## config.mk

```make
export PLATFORM = sky130hd
export DESIGN_NAME = idx_collect_ctrl_flat
export DESIGN_NICKNAME = d
export VERILOG_FILES = /design/src/rtl/idx_collect_ctrl_if.sv /design/src/rtl/idx_collect_ctrl.sv /design/src/flat_wrapper.sv
export SDC_FILE = /design/constraint.sdc
export NUM_CORES = 1
export LEC_CHECK = 0
export ABC_CLOCK_PERIOD_IN_PS = 5350
export CORE_MARGIN = 8
export CORE_UTILIZATION = 50
export DETAILED_ROUTE_END_ITERATION = 8
export PLACE_DENSITY = 0.85
export SLEW_MARGIN = 20
export SYNTH_ARGS = -nofsm -noshare
export SYNTH_HDL_FRONTEND = slang
export SYNTH_SLANG_ARGS = --single-unit
```

## constraint.sdc

```tcl
create_clock -name i_clk -period 5.35 [get_ports i_clk]
set_clock_uncertainty 0.05 [all_clocks]
set_input_delay 0.535 -clock i_clk [delete_from_list [all_inputs] [get_ports i_clk]]
set_output_delay 0.535 -clock i_clk [all_outputs]
set_load 0.1 [all_outputs]
```

## src/rtl/idx_collect_ctrl_if.sv

```systemverilog
// Flag-beat and result handshake bundle for idx_collect_ctrl.
// slave = controller side, master = the upstream/downstream environment side.
interface idx_collect_ctrl_if #(
  parameter int SEG_W = 8,
  parameter int IDX_W = 6
);
  logic             i_start;
  logic             i_flag_valid;
  logic             o_flag_ready;
  logic [SEG_W-1:0] i_flags;
  logic             o_busy;
  logic             o_res_valid;
  logic             i_res_ready;
  logic [IDX_W-1:0] o_idx1;
  logic [IDX_W-1:0] o_idx2;
  logic [IDX_W-1:0] o_idx3;
  logic [IDX_W-1:0] o_idx4;
  logic [2:0]       o_num;
  logic             o_overflow;

  modport slave (
    input  i_start, i_flag_valid, i_flags, i_res_ready,
    output o_flag_ready, o_busy, o_res_valid,
    output o_idx1, o_idx2, o_idx3, o_idx4, o_num, o_overflow
  );

  modport master (
    output i_start, i_flag_valid, i_flags, i_res_ready,
    input  o_flag_ready, o_busy, o_res_valid,
    input  o_idx1, o_idx2, o_idx3, o_idx4, o_num, o_overflow
  );
endinterface

```

## src/rtl/idx_collect_ctrl.sv

```systemverilog
// Collects the first four set-bit positions of a NUM_SEG-beat flag frame into a held result list.
// Optional macro IDX_COLLECT_EARLY_DONE_EN: finish the frame as soon as four indices are held.
module idx_collect_ctrl #(
  parameter int SEG_W   = 8,
  parameter int NUM_SEG = 8,
  parameter int IDX_W   = 6
) (
  input  logic               i_clk,
  input  logic               i_rst_n,
  idx_collect_ctrl_if.slave  bus
);
  localparam int SB_W  = $clog2(SEG_W);
  localparam int BC_W  = $clog2(NUM_SEG);
  localparam int CNT_W = $clog2(SEG_W + 5) + 1;

  typedef enum logic [1:0] {IDLE, COLLECT, DONE} state_t;

  state_t           state, state_nxt;
  logic [BC_W-1:0]  beat_cnt;
  logic [IDX_W-1:0] idx_q   [4];
  logic [IDX_W-1:0] idx_nxt [4];
  logic [2:0]       num_q, num_nxt;
  logic             ovf_q, ovf_nxt;
  logic [CNT_W-1:0] pop, sum;
  logic [2:0]       slot;
  logic             accept, last_beat, clr, full;

  assign accept    = (state == COLLECT) && bus.i_flag_valid;
  assign last_beat = (beat_cnt == BC_W'(NUM_SEG - 1));
  assign clr       = (state == IDLE) && bus.i_start;

  always_comb begin
    pop = '0;
    for (int b = 0; b < SEG_W; b++) pop = pop + CNT_W'(bus.i_flags[b]);
  end

  assign sum  = CNT_W'(num_q) + pop;
  assign full = (sum >= CNT_W'(4));

  // Append new indices after the entries already held; slots past 4 are dropped
  always_comb begin
    for (int j = 0; j < 4; j++) idx_nxt[j] = idx_q[j];
    slot = num_q;
    for (int b = 0; b < SEG_W; b++) begin
      if (bus.i_flags[b] && (slot < 3'd4)) begin
        idx_nxt[slot[1:0]] = IDX_W'({beat_cnt, SB_W'(b)});
        slot = slot + 3'd1;
      end
    end
    num_nxt = full ? 3'd4 : sum[2:0];
`ifdef IDX_COLLECT_EARLY_DONE_EN
    ovf_nxt = 1'b0;
`else
    ovf_nxt = ovf_q | (sum > CNT_W'(4));
`endif
  end

  always_comb begin
    state_nxt = state;
    case (state)
      IDLE:    if (bus.i_start) state_nxt = COLLECT;
      COLLECT: begin
`ifdef IDX_COLLECT_EARLY_DONE_EN
        if (accept && (last_beat || full)) state_nxt = DONE;
`else
        if (accept && last_beat) state_nxt = DONE;
`endif
      end
      DONE:    if (bus.i_res_ready) state_nxt = IDLE;
      default: state_nxt = IDLE;
    endcase
  end

  always_ff @(posedge i_clk or negedge i_rst_n) begin
    if (!i_rst_n) state <= IDLE;
    else          state <= state_nxt;
  end

  always_ff @(posedge i_clk or negedge i_rst_n) begin
    if (!i_rst_n) begin
      beat_cnt <= '0;
      num_q    <= '0;
      ovf_q    <= 1'b0;
      for (int j = 0; j < 4; j++) idx_q[j] <= '0;
    end else if (clr) begin
      beat_cnt <= '0;
      num_q    <= '0;
      ovf_q    <= 1'b0;
      for (int j = 0; j < 4; j++) idx_q[j] <= '0;
    end else if (accept) begin
      beat_cnt <= beat_cnt + BC_W'(1);
      num_q    <= num_nxt;
      ovf_q    <= ovf_nxt;
      for (int j = 0; j < 4; j++) idx_q[j] <= idx_nxt[j];
    end
  end

  // Handshake outputs decode state only, never an input
  assign bus.o_flag_ready = (state == COLLECT);
  assign bus.o_res_valid  = (state == DONE);
  assign bus.o_busy       = (state != IDLE);
  assign bus.o_idx1       = idx_q[0];
  assign bus.o_idx2       = idx_q[1];
  assign bus.o_idx3       = idx_q[2];
  assign bus.o_idx4       = idx_q[3];
  assign bus.o_num        = num_q;
  assign bus.o_overflow   = ovf_q;
endmodule

```

## src/flat_wrapper.sv

```systemverilog
// flat-port wrapper written by rule: the top's interface ports become plain ports
module idx_collect_ctrl_flat 
#(
  parameter int SEG_W   = 8,
  parameter int NUM_SEG = 8,
  parameter int IDX_W   = 6
)
  (i_clk, i_rst_n, bus_i_start, bus_i_flag_valid, bus_i_flags, bus_i_res_ready, bus_o_flag_ready, bus_o_busy, bus_o_res_valid, bus_o_idx1, bus_o_idx2, bus_o_idx3, bus_o_idx4, bus_o_num, bus_o_overflow);
  idx_collect_ctrl_if #(.SEG_W(SEG_W), .IDX_W(IDX_W)) bus_i ();
  input  logic i_clk;
  input  logic i_rst_n;
  input wire logic [$bits(bus_i.i_start)-1:0] bus_i_start;
  input wire logic [$bits(bus_i.i_flag_valid)-1:0] bus_i_flag_valid;
  input wire logic [$bits(bus_i.i_flags)-1:0] bus_i_flags;
  input wire logic [$bits(bus_i.i_res_ready)-1:0] bus_i_res_ready;
  output wire logic [$bits(bus_i.o_flag_ready)-1:0] bus_o_flag_ready;
  output wire logic [$bits(bus_i.o_busy)-1:0] bus_o_busy;
  output wire logic [$bits(bus_i.o_res_valid)-1:0] bus_o_res_valid;
  output wire logic [$bits(bus_i.o_idx1)-1:0] bus_o_idx1;
  output wire logic [$bits(bus_i.o_idx2)-1:0] bus_o_idx2;
  output wire logic [$bits(bus_i.o_idx3)-1:0] bus_o_idx3;
  output wire logic [$bits(bus_i.o_idx4)-1:0] bus_o_idx4;
  output wire logic [$bits(bus_i.o_num)-1:0] bus_o_num;
  output wire logic [$bits(bus_i.o_overflow)-1:0] bus_o_overflow;
  assign bus_i.i_start = bus_i_start;
  assign bus_i.i_flag_valid = bus_i_flag_valid;
  assign bus_i.i_flags = bus_i_flags;
  assign bus_i.i_res_ready = bus_i_res_ready;
  assign bus_o_flag_ready = bus_i.o_flag_ready;
  assign bus_o_busy = bus_i.o_busy;
  assign bus_o_res_valid = bus_i.o_res_valid;
  assign bus_o_idx1 = bus_i.o_idx1;
  assign bus_o_idx2 = bus_i.o_idx2;
  assign bus_o_idx3 = bus_i.o_idx3;
  assign bus_o_idx4 = bus_i.o_idx4;
  assign bus_o_num = bus_i.o_num;
  assign bus_o_overflow = bus_i.o_overflow;
  idx_collect_ctrl #(.SEG_W(SEG_W), .NUM_SEG(NUM_SEG), .IDX_W(IDX_W)) u_core (.i_clk(i_clk), .i_rst_n(i_rst_n), .bus(bus_i));
endmodule
```

=== Word level (Yosys, flattened, before mapping) ===
Cells that the tools add are included.

* Output and inout port bits: 31
* Bits in registers: 33
* Input bits: 13

* Muxes and demuxes: 52
* $add $sub $neg: 16
* $lt $le $gt $ge: 26
* Reductions and logical operators: 23
* Equal/unequal tests: 6
* Bitwise logic cells: 9

{| class="wikitable"
|+ Operator list
! kind !! number
|-
| two-way mux 24 bit || 10
|-
| bitwise mux 24 bit || 8
|-
| demux 6 bit (select 2 bit) || 8
|-
| two-way mux 6 bit || 8
|-
| two-way mux 3 bit || 12
|-
| adder 5 x 1 -> 5 bit || 6
|-
| adder 3 x 1 -> 3 bit (second input constant) || 8
|-
| greater-or-equal comparator 3 bit (second input constant) || 8
|-
| less-than comparator 3 x 1 -> 1 bit (second input constant) || 8
|-
| less-than comparator 3 bit (second input constant) || 8
|-
| NOT 2 -> 3 bit || 8
|-
| logical AND 1 bit || 19
|-
| two-way mux 2 bit || 3
|-
| case mux 2 bit (3 select lines) || 1
|-
| adder 3 x 5 -> 5 bit || 1
|-
| greater-or-equal comparator 5 x 3 -> 1 bit (second input constant) || 1
|-
| greater-than comparator 5 x 3 -> 1 bit (second input constant) || 1
|-
| != test 2 bit (second input constant) || 2
|-
| nonzero test 2 bit || 2
|-
| equality test 3 bit (second input constant) || 1
|-
| AND reduction 3 bit || 1
|-
| adder 1 x 1 -> 2 bit || 1
|-
| equality test 2 x 1 -> 1 bit (second input constant) || 1
|-
| equality test 2 bit (second input constant) || 1
|-
| 4 further kinds || 5
|}

=== Longest topological paths before layout ===
Gate-level depths: netlist (run 1).

* Word-level depth: 30
* Mapped depth: 28
* Gate-level depth less buffers: 28

=== Least setup slack after synthesis (run 1) ===
No wires, ideal clock.

* Path kind: reg-to-reg
* From: register u_core.num_q[0], in the netlist u_core.bus.o_num[0]
* To: register u_core.idx_q, in the netlist u_core.bus.o_idx4[4]
* Library setup time: 123 ps
* Required time: 5177 ps
* Slack: -1305 ps
* Arrival: 6482 ps
* Cell stages (with the launch flop): 28
* Path through: dfrtp_1 -> inv_1 -> ha_1 -> nand3b_1 -> o21ai_0 -> ha_1 -> o31ai_1 -> inv_1 -> ha_1 -> and2_1 -> nand2_1 -> o21ai_0 -> ha_1 -> nand2_1 -> and3_1 -> nand2_1 -> nor2_1 -> or2_2 -> ha_1 -> nand2b_1 -> o21a_1 -> ha_1 -> nand2b_1 -> or4b_1 -> mux2i_1 -> o21ai_2 -> a31o_1 -> a32o_1

* Cells in the longest elaborated chain, start to end: 30

{| class="wikitable"
|+ Ends and longest elaborated chain
! element !! RTL line !! text
|-
| from (decl) || idx_collect_ctrl.sv:22 || <nowiki>logic [2:0] num_q, num_nxt;</nowiki>
|-
| from (signal assigned) || idx_collect_ctrl.sv:92 || <nowiki>num_q <= num_nxt;</nowiki>
|-
| less-than comparator 3 bit || idx_collect_ctrl.sv:45 || <nowiki>if (bus.i_flags[b] && (slot < 3'd4)) begin</nowiki>
|-
| logical AND 1 bit || idx_collect_ctrl.sv:45 ||
|-
| two-way mux 3 bit || idx_collect_ctrl.sv:45 ||
|-
| less-than comparator 3 bit || idx_collect_ctrl.sv:45 ||
|-
| logical AND 1 bit || idx_collect_ctrl.sv:45 ||
|-
| two-way mux 3 bit || idx_collect_ctrl.sv:45 ||
|-
| less-than comparator 3 bit || idx_collect_ctrl.sv:45 ||
|-
| logical AND 1 bit || idx_collect_ctrl.sv:45 ||
|-
| (+14 left out) || - ||
|-
| greater-or-equal comparator 3 bit (implied by the code) or less-than comparator 3 x 1 -> 1 bit (tied branches) || idx_collect_ctrl.sv:46 || <nowiki>idx_nxt[slot[1:0]] = IDX_W'({beat_cnt, SB_W'(b)});</nowiki>
|-
| logical AND 1 bit (implied by the code) || idx_collect_ctrl.sv:46 ||
|-
| two-way mux 6 bit (implied by the code) || idx_collect_ctrl.sv:46 ||
|-
| demux 6 bit (select 2 bit) || idx_collect_ctrl.sv:46 ||
|-
| bitwise mux 24 bit || idx_collect_ctrl.sv:46 ||
|-
| two-way mux 24 bit * || idx_collect_ctrl.sv:45 ||
|-
| two-way mux 24 bit * || idx_collect_ctrl.sv:90 || <nowiki>end else if (accept) begin</nowiki>
|-
| two-way mux 24 bit * || idx_collect_ctrl.sv:85 || <nowiki>end else if (clr) begin</nowiki>
|-
| to (decl) || idx_collect_ctrl.sv:20 || <nowiki>logic [IDX_W-1:0] idx_q [4];</nowiki>
|}

Every way passes the cells marked *; elsewhere a longest branch is shown, timed or not. The select of a mux whose other input is x is not followed.
A chain may end at the register's enable or synchronous reset.

=== Worst setup path in the final report (run 1) ===
* From: register u_core.num_q[0], in the netlist u_core.bus.o_num[0]
* To: register u_core.idx_q, in the netlist u_core.bus.o_idx2[5]

Same word-level chain as after synthesis.

==> flow_metrics.tcl, run 1 <==
set metrics [dict create \
    clkSinkCount 33 \
    reg2reg_depth 28 \
    core_um2 5886 \
    fin_ws_ps 103.4 \
    critical_path_class "reg2reg" \
    syn-num-nets 405 \
    detail_route.vias_per_cell 6.248 \
    preCtsSetupSlack_ps -571.6 \
    place_hpwl_um 7328 \
    ys_seq_area_share_pct 27.24 \
    place_inst 512 \
    globalplace.congestion 1.010 \
    maxSlewViolCount 0 \
    final_util_pct 73.38 \
    slew-limit-headroom_pct 33.22 \
    finalSetupViolations 0 \
    synthesis.area_um2 3032 \
    cp_common_cell "ha_4" \
    crit_slowest_cell "dfrtp_4" \
    drc_errors 0 \
    numPortBuffers 43 \
    hp-start "u_core.state[1]" \
    layout-drive-gt1-share_pct 26.05 \
    ys_ff_latch 33 \
    die_w_um 93.87 \
    worst_pin_slew_ps 998.6 \
    syn_avg_cell_area_um2 8.662 \
    cts_buffers 5 \
    yosysWarnings 0 \
    final_common_cell "buf_4" \
    start_util_pct 51.51 \
    worstPathMaxFanout 4 \
    hold_violations 0 \
    hold_slack_ps 433.3 \
    clockBufferDepth 2 \
    design.die.area_um2 8811 \
    n_fill_cell 396 \
    r2r-end "u_core.bus.o_idx2[5]" \
    r2r_slack_ps 100 \
    grt_util_all_layers_pct 21.80 \
    clk_pin_slew_worst_paths_ps 70 \
    final_nets 507 \
    first_pass_iters 6 \
    path_buf_inv 2 \
    wl_per_cell_um 19.07 \
    multiInputGateArea_um2 2257 \
    grt_pass1_wl_um 15390 \
    path_depth 28 \
    drtAntennaViolNets 0 \
    clock.fmax_mhz 190.6 \
    ff_latch_area_um2 837.1 \
    clk_latency_ps 280 \
    diodes 0 \
    synthFlopType "dfrtp_1" \
    grt_max_degree 34 \
    finalCritPeriodShare_pct 98.07 \
    cts-htree-levels 2 \
    grt_pass1_vias 3155 \
    stdcell_count 528 \
    most-common-layout-cells "buf_4 (59), nand2_1 (42), clkdlybuf4s50_1 (42)" \
    end_kind "flop" \
    endpoint "u_core.bus.o_idx2[5]" \
    num_vias 3299 \
    drtIter0Drc 368 \
    startpoint_type "flop" \
    startpoint "u_core.bus.o_num[0]" \
    rr_startpoint "u_core.bus.o_num[0]" \
    routed_wl_um 10070 \
    die_y_um 93.87 \
    antenna_found_initial 0 \
    critical-path-top-delay-family "adder cells" \
    cts_root_buffer "clkbuf_8" \
    syn_to_final_growth_pct 42.47 \
    overflow 0 \
    synth-edff-count 0 \
    outcome "finished clean" \
    cts_hold_buf 0 \
    min_period_ps 5247 \
    synth_cells 350 \
    arrival_ps 5360 \
    ys_types 64 \
    slowest_delay_ps 510 \
    cp_data_required_time_ps 5460 \
    async_reset_ff_share_pct 100.0 \
    rows 28 \
    maxCapViolations 0 \
    cts_tree "yes" \
    hold_class "reg2reg" \
    io_pins 44 \
]
[metal layers]
| layer | part of all wire [%] | GRT usage, % | routed length (um) | vias to the layer above |
|---|---|---|---|---|
| met5 | 0 | 0 | 0 | - |
| met4 | 3.2 | 8.983 | 318 | 0 |
| met3 | 7.8 | 3.597 | 787 | 41 |
| met2 | 49 | 36.81 | 4976 | 205 |
| met1 | 40 | 26.81 | 3989 | 1588 |
| li1 | - | - | - | 1465 |
[kinds of logic after synthesis]
family | Yosys count | synth area share (%)
flip-flops | 33 | 27.24
multiplexers | 7 | 2.353
buffers and inverters | 40 | 5.076
XOR/XNOR | 6 | 2.228
adder cells (fa/ha/maj) | 42 | 18.57
AND/OR/NAND/NOR | 120 | 20.68
AO/OA/AOI/OAI | 102 | 23.85
[how the worst min path moves through the flow]
stage	end	slack (ps)	cells after the start
6_report	u_core.state[0]	430	1
5_1_grt	u_core.bus.o_idx1[4]	470	1
4_1_cts	u_core.state[0]	430	1
3_5_place_dp	u_core.state[0]	410	1
3_3_place_gp	u_core.state[0]	410	1
2_1_floorplan	u_core.beat_cnt[0]	190	0
[area by class of cell]
type / count / share of cell area (%)
Clock buffer: 7 / 1.999
Multi-Input combinational cell: 277 / 52.26
Clock inverter: 1 / 0.6952
Tap cell: 75 / 2.173
Timing Repair Buffer: 104 / 20.71
Sequential cell: 33 / 19.38
Inverter: 31 / 2.781
[registers in the layout, indices dropped and copies added, names as in the netlist]
name                   flops
u_core.beat_cnt            3
u_core.bus.o_overflow      1
u_core.state               2
u_core.bus.o_idx4          6
u_core.bus.o_num           3
u_core.bus.o_idx1          6
u_core.bus.o_idx3          6
u_core.bus.o_idx2          6
[what timing repair did]
action                                  in CTS  in global routing
endpoints found under the setup margin      12                 14
setup buffers                                3                  5
pin swaps                                    3                  7
gates resized for setup                      5                 17
[cells in the mapped netlist, drive strengths merged (6+ instances only)]
library cell / instances / area (um2)
nor2: 22 / 92.59
a22o: 7 / 61.31
ha: 37 / 462.9
inv: 30 / 112.6
and2: 7 / 43.80
mux2i: 6 / 60.06
nand3: 7 / 40.04
nor3: 6 / 41.29
a22oi: 6 / 45.04
nand2: 44 / 165.2
dfrtp: 33 / 825.8
a21oi: 26 / 141.4
nor2b: 6 / 40.04
o21ai: 20 / 111.4
clkbuf: 7 / 26.28
o2bb2ai: 6 / 52.55
[worst reg2reg max path, delay by kind of cell (launching register included)]
family,cells,cell delay (ps)
simple gates,11,1580
buf+inv,2,170
compound gates,7,1000
mux,1,230
fa+ha+maj,7,1600
flops,1,510
[stage by stage]
stage | area (um2) | TNS (ps)
3_5_place_dp | 4029 | -6792
2_1_floorplan | 3153 | -828.1
4_1_cts | 4190 | 0
6_report | 4319 | 0
5_1_grt | 4319 | -300.4
3_3_place_gp | 4029 | -3398
Power of run 1 is left out: the tool's default activity adds up to more than one toggle a clock period on the data nets, which glitch-free logic cannot reach.
==> inputs of run 2 (changes only) <==
- CTS_BUF_LIST: default -> sky130_fd_sc_hd__clkbuf_16
==> run 2 against run 1 <==
Net effect: utilization increased by 0.77 points; flip-flop and latch count unchanged; critical path depth unchanged; worst hold slack better by 12 ps; critical path type unchanged; critical endpoint unchanged; largest cell class unchanged.
==> flow_metrics.tcl, run 2 (same netlist as run 1, synthesis figures left out) <==
set metrics [dict create \
    stdcell_count 527 \
    cp_common_cell "ha_4" \
    cts_tree "yes" \
    n_fill_cell 395 \
    drtAntennaViolNets 0 \
    grt_util_all_layers_pct 22.10 \
    worstPathMaxFanout 4 \
    cp_data_required_time_ps 5460 \
    slew-limit-headroom_pct 33.44 \
    hold_violations 0 \
    cts_root_buffer "clkbuf_16" \
    core_um2 5886 \
    maxCapViolations 0 \
    place_hpwl_um 7328 \
    layout-drive-gt1-share_pct 25.88 \
    place_inst 512 \
    wl_per_cell_um 19.51 \
    cts_buffers 5 \
    slowest_delay_ps 510 \
    grt_max_degree 34 \
    num_vias 3334 \
    drtIter0Drc 357 \
    grt_pass1_vias 3143 \
    globalplace.congestion 1.010 \
    overflow 0 \
    clk_latency_ps 280 \
    arrival_ps 5320 \
    critical_path_class "reg2reg" \
    syn_to_final_growth_pct 43.95 \
    die_y_um 93.87 \
    grt_pass1_wl_um 15480 \
    end_kind "flop" \
    antenna_found_initial 0 \
    diodes 0 \
    hold_class "reg2reg" \
    outcome "finished clean" \
    first_pass_iters 5 \
    most-common-layout-cells "buf_4 (58), nand2_1 (42), clkdlybuf4s50_1 (42)" \
    drc_errors 0 \
    clockBufferDepth 2 \
    die_w_um 93.87 \
    finalSetupTns_ps 0 \
    finalCritPeriodShare_pct 97.33 \
    crit_slowest_cell "dfrtp_4" \
    min_period_ps 5207 \
    routed_wl_um 10280 \
    design.die.area_um2 8811 \
    final_nets 506 \
    start_util_pct 51.51 \
    cts-htree-levels 2 \
    finalSetupViolations 0 \
    detail_route.vias_per_cell 6.326 \
    worst_pin_slew_ps 995.2 \
    numPortBuffers 43 \
    maxSlewViolCount 0 \
    rows 28 \
    clock.fmax_mhz 192.0 \
    cts_hold_buf 0 \
    clkSinkCount 33 \
    startpoint_type "flop" \
    io_pins 44 \
    final_common_cell "buf_4" \
    clk_pin_slew_worst_paths_ps 50 \
]
-- run 2: per-layer routing --
metal	vias up	part of all wire [%]	track usage, %
li1	1463	-	-
met1	1584	38	26.53
met2	230	50	38.33
met3	57	8.2	3.677
met4	0	3.8	8.587
met5	-	0	0
-- run 2: per-stage QoR --
| stage | setup WS, ps | hold slack [ps] | util, % | area (um2) |
|---|---|---|---|---|
| 2_1_floorplan | -209.3 | 189.4 | - | 3153 |
| 3_3_place_gp | -387.0 | 407.0 | 68.45 | 4029 |
| 3_5_place_dp | -571.6 | 414.2 | 68.45 | 4029 |
| 4_1_cts | 5.286 | 444.8 | 71.85 | 4229 |
| 5_1_grt | -46.68 | 464.5 | 74.15 | 4364 |
| 6_report | 142.6 | 445.0 | 74.15 | 4364 |
-- run 2: what timing repair did --
action | 4_1_cts | 5_1_grt
setup endpoints to repair | 12 | 12
resized for setup | 5 | 18
pin swaps | 3 | 7
buffers inserted | 2 | 5
-- run 2: layout make-up --
class | count | area [um2] | area share (%)
clock inverter | 3 | 37.54 | 0.8601
timing repair buffer | 103 | 887.1 | 20.33
clock buffer | 5 | 125.1 | 2.867
sequential | 33 | 837.1 | 19.18
tap | 75 | 93.84 | 2.150
inverter | 31 | 120.1 | 2.752
multi-input combinational | 277 | 2263 | 51.86
-- run 2: worst max-delay path, delay by kind of cell, from the launching register on --
kind	cells	cell delay (ps)
AO/OA/AOI/OAI	7	960
adder cells (fa/ha/maj)	7	1620
buffers and inverters	2	170
flip-flops	1	510
multiplexers	1	230
AND/OR/NAND/NOR	11	1550
-- run 2: final timing paths --
check	start	to	slack (ps)	cells after the start
min in group asynchronous	i_rst_n	u_core.bus.o_idx2[5]	620	2
max	u_core.bus.o_num[0]	u_core.bus.o_idx2[5]	140	28
max reg2reg	u_core.bus.o_num[0]	u_core.bus.o_idx2[5]	140	28
min	u_core.bus.o_idx3[3]	u_core.bus.o_idx3[3]	450	1
min reg2reg	u_core.bus.o_idx3[3]	u_core.bus.o_idx3[3]	450	1
max in group asynchronous	i_rst_n	u_core.bus.o_num[2]	4310	2
Power of run 2 is left out for the same reason.
==> inputs of run 3 (changes only) <==
- CTS_CLUSTER_SIZE: default -> 12
==> results of run 3 <==
Same layout as run 2: the final DEF is identical, and so are final timing and power.
Power of run 3 is left out for the same reason.
